<file path="config.mk">
export PLATFORM = sky130hd
export DESIGN_NAME = fetch_prefetch_unit
export DESIGN_NICKNAME = d
export VERILOG_FILES = /design/src/rtl/fetch_prefetch_unit.sv
export SDC_FILE = /design/constraint.sdc
export NUM_CORES = 1
export LEC_CHECK = 0
export CORE_MARGIN = 5
export CORE_UTILIZATION = 51
export DETAILED_ROUTE_END_ITERATION = 7
export GPL_TIMING_DRIVEN = 0
export PLACE_DENSITY = 0.8
export SYNTH_ARGS = -nofsm -noshare
export SYNTH_HDL_FRONTEND = slang
export SYNTH_SLANG_ARGS = --single-unit
</file>
<file path="constraint.sdc">
create_clock -name clk -period 3.7 [get_ports clk]
set_input_delay 0.925 -clock clk [delete_from_list [all_inputs] [get_ports clk]]
set_output_delay 0.925 -clock clk [all_outputs]
set_load 0.05 [all_outputs]
</file>
<file path="src/rtl/fetch_prefetch_unit.sv">
// Instruction fetch front-end: sequential prefetch into a small queue with redirect/flush.
// Optional stall counter port fetch_stall_cnt when FETCH_PERF_CNT_EN is defined.
module fetch_prefetch_unit #(
  parameter logic [31:0] RESET_PC = 32'h0000_0000,
  parameter int unsigned DEPTH    = 2
) (
  input  logic        clk,
  input  logic        rst,
  output logic        mem_req_valid,
  output logic [31:0] mem_req_addr,
  input  logic        mem_req_ready,
  input  logic        mem_rsp_valid,
  input  logic [31:0] mem_rsp_data,
  input  logic        redirect_valid,
  input  logic [31:0] redirect_pc,
  output logic        out_valid,
  output logic [31:0] out_pc,
  output logic [31:0] out_instr,
  input  logic        out_ready
`ifdef FETCH_PERF_CNT_EN
  ,
  output logic [31:0] fetch_stall_cnt
`endif
);

  localparam int unsigned PW = (DEPTH > 1) ? $clog2(DEPTH) : 1;
  localparam int unsigned CW = PW + 1;
  localparam int unsigned SW = CW + 1;

  typedef enum logic [1:0] {
    BOOT = 2'd0,
    RUN  = 2'd1,
    HOLD = 2'd2
  } state_t;

  state_t            state_q, state_d;
  logic [31:0]       fetch_pc_q, fetch_pc_d;
  logic [31:0]       pc_q    [DEPTH];
  logic [31:0]       pc_d    [DEPTH];
  logic [31:0]       instr_q [DEPTH];
  logic [31:0]       instr_d [DEPTH];
  logic [DEPTH-1:0]  filled_q, filled_d;
  logic [PW-1:0]     alloc_ptr_q, alloc_ptr_d;
  logic [PW-1:0]     fill_ptr_q, fill_ptr_d;
  logic [PW-1:0]     head_ptr_q, head_ptr_d;
  logic [CW-1:0]     count_q, count_d;
  logic [CW-1:0]     drop_cnt_q, drop_cnt_d;
  logic [CW-1:0]     inflight_q, inflight_d;

  logic pop_c;
  logic req_fire_c;

  assign out_valid    = filled_q[head_ptr_q];
  assign out_pc       = pc_q[head_ptr_q];
  assign out_instr    = instr_q[head_ptr_q];
  assign pop_c        = out_valid && out_ready;
  assign mem_req_addr = fetch_pc_q;

  // Slots held by the queue plus stale responses still owed bound the issue window.
  assign mem_req_valid = (state_q != BOOT) &&
                         ((SW'(count_q) - SW'(pop_c) + SW'(drop_cnt_q)) < SW'(DEPTH));
  assign req_fire_c    = mem_req_valid && mem_req_ready;

  always_comb begin
    state_d     = state_q;
    fetch_pc_d  = fetch_pc_q;
    pc_d        = pc_q;
    instr_d     = instr_q;
    filled_d    = filled_q;
    alloc_ptr_d = alloc_ptr_q;
    fill_ptr_d  = fill_ptr_q;
    head_ptr_d  = head_ptr_q;
    count_d     = count_q + CW'(req_fire_c) - CW'(pop_c);
    drop_cnt_d  = drop_cnt_q;
    inflight_d  = inflight_q + CW'(req_fire_c) - CW'(mem_rsp_valid);

    case (state_q)
      BOOT:      state_d = RUN;
      RUN, HOLD: state_d = mem_req_valid ? RUN : HOLD;
      default:   state_d = BOOT;
    endcase

    if (req_fire_c) begin
      pc_d[alloc_ptr_q]     = fetch_pc_q;
      filled_d[alloc_ptr_q] = 1'b0;
      alloc_ptr_d           = alloc_ptr_q + PW'(1);
      fetch_pc_d            = fetch_pc_q + 32'd4;
    end

    if (mem_rsp_valid) begin
      if (drop_cnt_q != '0) begin
        drop_cnt_d = drop_cnt_q - CW'(1);
      end else begin
        instr_d[fill_ptr_q]  = mem_rsp_data;
        filled_d[fill_ptr_q] = 1'b1;
        fill_ptr_d           = fill_ptr_q + PW'(1);
      end
    end

    if (pop_c) begin
      filled_d[head_ptr_q] = 1'b0;
      head_ptr_d           = head_ptr_q + PW'(1);
    end

    // Flush: everything still outstanding after this cycle comes back stale.
    if (redirect_valid) begin
      fetch_pc_d  = redirect_pc & ~32'h3;
      filled_d    = '0;
      count_d     = '0;
      alloc_ptr_d = '0;
      fill_ptr_d  = '0;
      head_ptr_d  = '0;
      drop_cnt_d  = inflight_d;
    end
  end

  always_ff @(posedge clk or negedge rst) begin
    if (!rst) begin
      state_q     <= BOOT;
      fetch_pc_q  <= RESET_PC;
      filled_q    <= '0;
      alloc_ptr_q <= '0;
      fill_ptr_q  <= '0;
      head_ptr_q  <= '0;
      count_q     <= '0;
      drop_cnt_q  <= '0;
      inflight_q  <= '0;
      for (int i = 0; i < int'(DEPTH); i++) begin
        pc_q[i]    <= '0;
        instr_q[i] <= '0;
      end
    end else begin
      state_q     <= state_d;
      fetch_pc_q  <= fetch_pc_d;
      filled_q    <= filled_d;
      alloc_ptr_q <= alloc_ptr_d;
      fill_ptr_q  <= fill_ptr_d;
      head_ptr_q  <= head_ptr_d;
      count_q     <= count_d;
      drop_cnt_q  <= drop_cnt_d;
      inflight_q  <= inflight_d;
      pc_q        <= pc_d;
      instr_q     <= instr_d;
    end
  end

`ifdef FETCH_PERF_CNT_EN
  logic [31:0] stall_cnt_q, stall_cnt_d;

  // Core wanted an instruction but none was ready.
  always_comb begin
    stall_cnt_d = stall_cnt_q;
    if (out_ready && !out_valid) stall_cnt_d = stall_cnt_q + 32'd1;
  end

  always_ff @(posedge clk or negedge rst) begin
    if (!rst) stall_cnt_q <= '0;
    else      stall_cnt_q <= stall_cnt_d;
  end

  assign fetch_stall_cnt = stall_cnt_q;
`endif

endmodule

</file>
Yosys cells after proc, flatten, opt, wreduce, memory -nomap -nowiden
Cells that the tools add are included.

Add/subtract/negate cells: 11. Multiplexer cells: 40. Reduce and logical (&&, ||, !) cells: 19. Equal/unequal tests: 3. Order comparisons: 12. Bitwise logic cells: 9.

Operator list (count): two-way mux 32 bit (10); bitwise mux 64 bit (2); demux 32 bit (select 1 bit) (2); adder 32 x 3 -> 32 bit (second input constant) (1); two-way mux 2 bit (10); two-way mux 1 bit (12); nonzero test 2 bit (6); logical AND 1 bit (8); >= comparator 2 bit (second input constant) (3); < comparator 1 x 2 -> 1 bit (second input constant) (3); inverter 1 -> 2 bit (3); AND reduction 2 bit (3); adder 2 x 1 -> 2 bit (2); AND 2 bit (2); < comparator 2 x 1 -> 1 bit (second input constant) (2); inverter 2 bit (2); one-hot mux 2 bit (2 select lines) (1); subtractor 2 x 1 -> 2 bit (2); adder 1 bit (second input constant) (3); adder 3 x 2 -> 3 bit (1); demux 1 bit (select 1 bit) (3); >= comparator 1 bit (second input constant) (3); < comparator 3 x 2 -> 1 bit (second input constant) (1); subtractor 2 x 1 -> 3 bit (1); other kinds (8) (8).

Logic and storage cells: 107. Flip-flop bits (word level): 173. Output and inout bits: 98. Input port bits: 70.

Longest topological paths before layout
Gate-level depths: netlist of the first run.

Word-level depth: 15. Gate-level depth with buffers: 14. Depth with buffers taken out: 14.

Worst setup path before layout of the first run
OpenSTA, ideal clock, no wires.

Path type: input -> output. Start: input out_ready. End: output mem_req_valid. Stages: 7. Path buffers: 0. Required time: 2775 ps. Setup slack: 54 ps. Arrival: 2721 ps. Cell sequence: nand2_1 -> nor2_1 -> o21ai_0 -> fa_1 -> xor2_1 -> nand2_1 -> nor2_1.

Cells in the longest elaborated chain, start to end: 5.

RTL lines: start, declared (RTL line 19) `input logic out_ready`; logical AND 1 bit (RTL line 56) `assign pop_c = out_valid && out_ready;`; subtractor 2 x 1 -> 3 bit (RTL line 61) `((SW'(count_q) - SW'(pop_c) + SW'(drop_cnt_q)) < SW'(DEPTH));`; adder 3 x 2 -> 3 bit (RTL line 61); < comparator 3 x 2 -> 1 bit (RTL line 61); logical AND 1 bit (RTL line 60) `assign mem_req_valid = (state_q != BOOT) &&`; end, declared (RTL line 9) `output logic mem_req_valid,`.

No other way between the ends.

Worst setup path after layout of the first run
Start: register head_ptr_q. End: output mem_req_valid.

Cells in the longest elaborated chain, start to end: 7.

RTL lines: start, declared (RTL line 45) `logic [PW-1:0] head_ptr_q, head_ptr_d;`; start signal, assigned (RTL line 138) `head_ptr_q <= head_ptr_d;`; two-way mux 1 bit (not written as such) (2 in a row) (RTL line 53) `assign out_valid = filled_q[head_ptr_q];`; logical AND 1 bit (RTL line 56); subtractor 2 x 1 -> 3 bit (RTL line 61); adder 3 x 2 -> 3 bit (RTL line 61); < comparator 3 x 2 -> 1 bit (RTL line 61); logical AND 1 bit (RTL line 60).

No other way between the ends. The select of a mux whose other input is x is not followed.

==> results.md, run 1 <==
- Fraction of layout cells with a size suffix above 1: 0.284
- Share of the synthesized area in the top cell type: 0.526
- First-pass GRT wire length: 32700 um
- Kind of cell adding the most delay to the critical path: simple AND/OR/NAND/NOR gates
- Clock Path Buffers: 2
- Number of vias in the routed layout: 5901
- Area share of and/or/nand/nor cells after synthesis: 0.0984
- Count of final hold-check violations: 0
- Static power due to leakage: approximately 4.4 nW
- Total global routing track utilization: 0.228
- Cell count after synthesis: 642
- CTS Hold Bufs: 0
- Critical path class: reg -> out
- Worst slew pin tran: 0.917 ns
- Vias per inst: approximately 5.6
- Die width: 135 um
- Placement Setup Slack: -0.995 ns
- Vias in the first global route: 6387
- Final wirelength: 20500 um
- Summed instance area of the synthesized netlist: 0.00794 mm2
- Worst setup slack after layout: 0.155 ns
- Tightest slew margin relative to the limit: 0.383
- Most instantiated library cell after synthesis: sky130_fd_sc_hd__mux2_2
- Cell type with the highest occurrence count on the critical path: sky130_fd_sc_hd__nand2_1
- Achievable frequency: between 200 and 300 MHz
- Number of buffers inserted to repair setup after CTS: 0
- Compound-Gate Fraction of Synth Area: 0.0532
- Average size of a mapped cell: 12.4 um2
- Antenna violations before repair: 0
- Worst-path fanout max: 4
- Layout Area Growth over Synthesis: 31.8%
- Layout Skew: 0.00517 ns
- Share of cell area taken by muxes after synthesis: 0.258
- Worst endpoint data arrival time: 2.62 ns
- Overflow left after global routing: 0
- Count of max-cap constraint violations: 0
- Ys flop type: sky130_fd_sc_hd__dfrtp_1
- Main area contributors after synthesis: sky130_fd_sc_hd__dfrtp_1 53%, sky130_fd_sc_hd__mux2_2 26%, sky130_fd_sc_hd__nand2_1 1.8%
- Series of cell instances along the critical path: mux2_2 > nand2_1 > nor2_1 > o21ai_0 > fa_2 > xor2_2 > nand2_1 > nor2_2 > buf_6
- Post-DR wirelength/cell: 19.5 um
- Ys async rst share: 1.00
- Final count of pins violating max slew: 0
- Number of detailed-routing iterations run before antenna repair: 5
- Adder-cell share of the synthesized area: 0.0167
- CTS tree: yes
- Worst path max stage delay: 0.41 ns
- DRC violation total after the first TritonRoute iteration: 469
- Met2 Routed Length: 10400 um
- Cell taking the most area after synthesis: sky130_fd_sc_hd__dfrtp_1
- Htree depth: 4
- Area of the die: roughly 0.018 mm2
- Hold Slack: 0.489 ns
- Clk slew on worst S/H paths: 0.06 ns
- Portion of the post-synthesis area used by sequential elements: 0.526
- Type of the worst min-delay path: reg -> reg
- Worst IR drop on VDD: 0.551 mV
- Sum of net half-perimeters after detailed placement: 14700 um
- Req. time, crit path: between 2 and 3 ns
- Sinks on the clock net: ~170
- Number of standard-cell rows in the floorplan: between 40 and 50
- Maximum number of pins on one net before global-route repair: 93
- Sum of routed wire segments on met1: 8020 um
- Diodes inserted: 0
- Slowest cell on the critical path: sky130_fd_sc_hd__dfrtp_1
- Sort of element at the start of the critical path: flip-flop
- Bufs and invs on worst path: 1
- Top metal layer carrying routed signals: met4
- Number of design rule violations left after detail routing: 0
- Unrepaired setup endpoints after global routing: no
- Number of enable-type register cells in the synthesized netlist: 0
- Number of distinct library cells after synthesis: between 50 and 60
- Number of buffers added by the clock tree synthesis step: 17
- Io pins: 168
- Outcome: finished clean
- Placeable Area: 0.0153 mm2
- Starting density of the core: 0.521
- Yosys reg bits: 167
- Xor and xnor fraction of the mapped netlist area: 0.0175
- Cell at the root of the clock tree: sky130_fd_sc_hd__clkbuf_16
- Tcrit/Tclk final: 0.958
- Height of the chip: 135 um
- Yosys warns: 0
- Port Buffers: 160
- Final critical-path required period: 3.54 ns
- Met3 wire length: ~1700 um
- Setup Viol. Count Final: 0
- Dominant combinational cell family by area after synthesis: multiplexers
- Insertion delay of the later-clocked pin in the worst-skew pair: 0.42 ns
- Endpoint kind of the worst setup timing path: primary output
- Post-layout net count: 905
- DRT antenna net count: 0
- List of most frequent post-synthesis cells: 181 x sky130_fd_sc_hd__mux2_2, 167 x sky130_fd_sc_hd__dfrtp_1, 39 x sky130_fd_sc_hd__nand2_1
- Power density over cell area: 898 mW/mm2
- Placer Congestion: 0.862
==> area by class of cell <==
| type | count | area (um2) |
|---|---|---|
| clock inverters | 8 | 120 |
| repair buffers | 161 | 1630 |
| fillers | 1104 | 4790 |
| clock buffers | 24 | 482 |
| multi-input cells | 423 | 3550 |
| plain buffers | 40 | 188 |
| well taps | 211 | 264 |
| flip-flops and latches | 167 | 4180 |
| inverters | 15 | 56.3 |
==> tightest hold or removal path: cells and delay by family (launching register included) <==
family,cells,cell delay (ns)
and+or+nand+nor,1,0.05
AOI/OAI and AO/OA,1,0.06
DFF,1,0.35
==> cell usage in the layout, fill, tap and decap left out, drive strengths merged, types with 4 or more instances in the layout <==
master,count
nand3,20
nand2,39
xnor2,10
nand4,13
o31a,4
buf,18
inv,15
dfrtp,167
o31ai,5
nor2,25
xor2,5
or4,14
nor4,8
clkdlybuf4s50,157
mux2,181
conb,4
a31oi,9
clkbuf,50
a21oi,5
o21ai,24
ha,9
nor3,5
==> through the flow <==
stage	TNS, ns	utilization	cells	instance area, um2	power (mW)
after floorplan	0	-	645	7960	6.17
after global placement	-809.82	0.644	1016	9820	7.40
after detailed placement	-33.58	0.646	1017	9850	7.60
after CTS	0	0.686	1049	10500	9.46
after global routing	0	0.686	1049	10500	9.84
final	0	0.686	1049	10500	9.40
==> kinds of logic (layout without fill, tap and decap cells) <==
family / Yosys count / in the layout
XOR/XNOR: 15 / 15
flip-flops: 167 / 167
multiplexers: 182 / 182
buffers and inverters: 55 / 248
AO/OA/AOI/OAI: 65 / 65
other: 1 / 4
AND/OR/NAND/NOR: 147 / 147
adder cells (fa/ha/maj): 10 / 10
==> path summary, 6_finish.rpt <==
check                           start                to  slack (ns)  cells past startpoint
setup / recovery           head_ptr_q     mem_req_valid        0.16                      9
hold / removal               pc_q[19]          pc_q[19]        0.49                      2
setup reg to reg           head_ptr_q          pc_q[21]        0.22                      9
hold reg to reg              pc_q[19]          pc_q[19]        0.49                      2
max in group asynchronous         rst     inflight_q[0]        2.30                      2
min in group asynchronous         rst  mem_req_addr[10]        0.52                      1
==> power breakdown <==
part	total, mW	switching [mW]	internal (mW)
Sequential	2.94	0.404	2.53
Clock	1.80	0.685	1.11
Combinational	4.66	2.71	1.95
==> state kept, by name, summed over array words and instances (netlist names) <==
signal / flops
alloc_ptr_q: 1
count_q: 2
drop_cnt_q: 2
fill_ptr_q: 1
filled_q: 2
head_ptr_q: 1
inflight_q: 2
instr_q: 64
mem_req_addr: 30
pc_q: 60
state_q: 2
==> repair_timing <==
| action | 4_1_cts | 5_1_grt |
|---|---|---|
| resized for setup | 15 | 6 |
| gates cloned | 0 | 0 |
| setup endpoints to repair | 88 | 32 |
==> per-layer routing <==
layer | track usage | up-vias
li1 | - | 2681
met1 | 0.270 | 2946
met2 | 0.398 | 241
met3 | 0.0738 | 33
met4 | 0.0645 | 0
met5 | 0 | -
No activity file was read; power rests on OpenSTA's default activity.
==> run 2: changes to the inputs <==
--- a/config.mk
+++ b/config.mk
@@ -5,6 +5,7 @@
 export SDC_FILE = /design/constraint.sdc
 export NUM_CORES = 1
 export LEC_CHECK = 0
+export CORE_ASPECT_RATIO = 1.25
 export CORE_MARGIN = 5
 export CORE_UTILIZATION = 51
 export DETAILED_ROUTE_END_ITERATION = 7
==> run 2 against run 1 <==
Utilization decreased by 0.66 points. Largest power group unchanged. Critical path depth decreased by 5. Cell count increased by 0.19%. Setup slack improved by 0.031 ns. Sequential share of layout area decreased by 0.096 points. First-iteration DRC count increased by 16%. Maximum frequency increased by 0.88%. Non-clock buffer count increased by 1. Routed wire length decreased by 1.2%. Register-to-register slack improved by 0.15 ns. Clock power about the same.
==> results.md, run 2 (synthesis gave the netlist of run 1 again) <==
- Outcome: finished clean
- Setup Viol. Count Final: 0
- Worst slew pin tran: 0.945 ns
- FILL cells: 1187
- Critical path class: reg -> out
- Count of max-cap constraint violations: 0
- Placer Congestion: 0.943
- Io pins: about 170
- Leading cell type in the layout, fill and taps excluded: sky130_fd_sc_hd__mux2_2
- Met3 wire length: 1310 um
- Sum of routed wire segments on met1: 7740 um
- Post-DR wirelength/cell: 19.2 um
- Final instance area: 0.0105 mm2
- Bufs and invs on worst path: 3
- Layout Area Growth over Synthesis: 32.1%
- Multi-input gate area in the final layout: between 0.003 and 0.004 mm2
- Tightest slew margin relative to the limit: 0.364
- Cell type with the highest occurrence count on the critical path: sky130_fd_sc_hd__clkbuf_2
- Number of design rule violations left after detail routing: 0
- Sinks on the clock net: 167
- Area of the die: 0.0182 mm2
- Req. time, crit path: 2.77 ns
- Clk slew on worst S/H paths: 0.07 ns
- Number of vias in the routed layout: 5905
- Post-layout net count: a little over 900
- Number of detailed-routing iterations run before antenna repair: 5
- Height of the chip: 150 um
- Placed cell areas: a little under 0.01 mm2
- Post-layout utilization of the core: 0.679
- CTS Hold Bufs: 0
- Slowest cell on the critical path: sky130_fd_sc_hd__clkdlybuf4s50_1
- DRT antenna net count: 0
- Placeable Area: 0.0154 mm2
- Overflow left after global routing: 0
- Number of flip-flops in the largest register: 64
- Met2 Routed Length: 10700 um
- Number of buffers added by the clock tree synthesis step: 17
- Insertion delay of the later-clocked pin in the worst-skew pair: 0.42 ns
- Overall power consumption: about 9.4 mW
- Hold Slack: 0.471 ns
- Sort of element at the start of the critical path: flip-flop
- Achievable frequency: 285 MHz
- Diodes inserted: 0
- Final count of pins violating max slew: 0
- Number of instances in the placed design: slightly above 1000
- Clock Path Buffers: 2
- Final Non-Filler Cells: 1051
- Layout Skew: approximately 0.0071 ns
- Worst IR drop on VDD: 0.614 mV
- Worst endpoint data arrival time: 2.59 ns
- Final critical-path required period: between 3 and 4 ns
- Port Buffers: 160
- Unrepaired setup endpoints after global routing: no
- Tcrit/Tclk final: 0.950
- First-pass GRT wire length: 33100 um
- Worst-path fanout max: 10
- Series of cell instances along the critical path: clkbuf_2 > clkbuf_2 > mux2_2 > clkdlybuf4s50_1
- Cell at the root of the clock tree: sky130_fd_sc_hd__clkbuf_16
- CTS tree: yes
- Final-layout setup total negative slack: 0 ns
- Sum of net half-perimeters after detailed placement: 14700 um
- Endpoint kind of the worst setup timing path: primary output
- Commonest non-fill, non-tap cells in the layout: 181 x sky130_fd_sc_hd__mux2_2, 167 x sky130_fd_sc_hd__dfrtp_1, 157 x sky130_fd_sc_hd__clkdlybuf4s50_1
- Htree depth: 4
- Top reg by flops: instr_q
- Fraction of layout cells with a size suffix above 1: 0.294
- Type of the worst min-delay path: in -> async
- Starting density of the core: 0.514
- Final wirelength: 20200 um
- Vias in the first global route: 6404
- Area taken by flip-flops and latches: about 0.0042 mm2
- DRC violation total after the first TritonRoute iteration: 542
- Worst path max stage delay: 0.71 ns
- Total global routing track utilization: 0.232
- Antenna violations before repair: 0
- Vias per inst: approximately 5.6
- Count of final hold-check violations: 0
- Worst setup slack after layout: 0.186 ns
- Number of standard-cell rows in the floorplan: 51
- Placement Setup Slack: -1.04 ns
- Power density over cell area: 893 mW/mm2
- Static power due to leakage: 4.44 nW
- Maximum number of pins on one net before global-route repair: 108
- Die width: about 120 um
- Kind of cell adding the most delay to the critical path: buffers and inverters
- Top metal layer carrying routed signals: met4
run 2: changes by cell type in the layout (fill, tap and decap cells not counted), moves of 2 or more:
cell                         previous run  this run
sky130_fd_sc_hd__clkbuf_2               7         9
sky130_fd_sc_hd__clkbuf_1              23        16
sky130_fd_sc_hd__clkinv_4               0         4
sky130_fd_sc_hd__clkinvlp_4             2         4
sky130_fd_sc_hd__clkinv_2               3         1
sky130_fd_sc_hd__inv_6                  0         2
sky130_fd_sc_hd__buf_4                  5         7
run 2: layer usage:
layer  vias to the layer above  GRT usage
li1                       2694          -
met1                      2949      0.271
met2                       224      0.411
met3                        38     0.0563
met4                         0     0.0858
met5                         -          0
run 2: worst register-to-register path, cell delays in order, from the launching register on:
cell	delay (ns)
sky130_fd_sc_hd__dfrtp_1	0.39
sky130_fd_sc_hd__mux2_2	0.27
sky130_fd_sc_hd__nand2_1	0.08
sky130_fd_sc_hd__nor2_2	0.14
sky130_fd_sc_hd__o21ai_0	0.15
sky130_fd_sc_hd__fa_2	0.61
sky130_fd_sc_hd__nand3b_1	0.18
sky130_fd_sc_hd__buf_4	0.20
sky130_fd_sc_hd__nor4_1	0.80
sky130_fd_sc_hd__a31o_2	0.28
sky130_fd_sc_hd__a31oi_1	0.08
run 2: path summary, 6_finish.rpt:
kind | from | end | slack [ns] | depth (start not counted)
max | head_ptr_q | out_pc[30] | 0.19 | 4
min | rst | pc_q[9] | 0.47 | 1
max reg2reg | head_ptr_q | mem_req_addr[30] | 0.37 | 10
min reg2reg | pc_q[19] | pc_q[19] | 0.49 | 2
max in group asynchronous | rst | instr_q[10] | 2.27 | 2
min in group clk | pc_q[19] | pc_q[19] | 0.49 | 2
run 2: what timing repair did:
action                                  in CTS  in global routing
endpoints found under the setup margin      96                 11
setup buffers                                2                  0
gates resized for setup                     21                  4
pin swaps                                    2                  0
run 2: power breakdown:
| part | switching, mW | internal [mW] | total [mW] |
|---|---|---|---|
| sequential | 0.388 | 2.53 | 2.92 |
| combinational | 2.70 | 1.96 | 4.67 |
| clock | 0.745 | 1.04 | 1.78 |
run 2: final cells by class:
| class | instances | area share |
|---|---|---|
| clock buffers | 19 | 0.0432 |
| well taps | 212 | 0.0253 |
| flip-flops and latches | 167 | 0.398 |
| clock inverters | 13 | 0.0141 |
| repair buffers | 163 | 0.156 |
| inverters | 15 | 0.00537 |
| plain buffers | 39 | 0.0178 |
| multi-input cells | 423 | 0.340 |
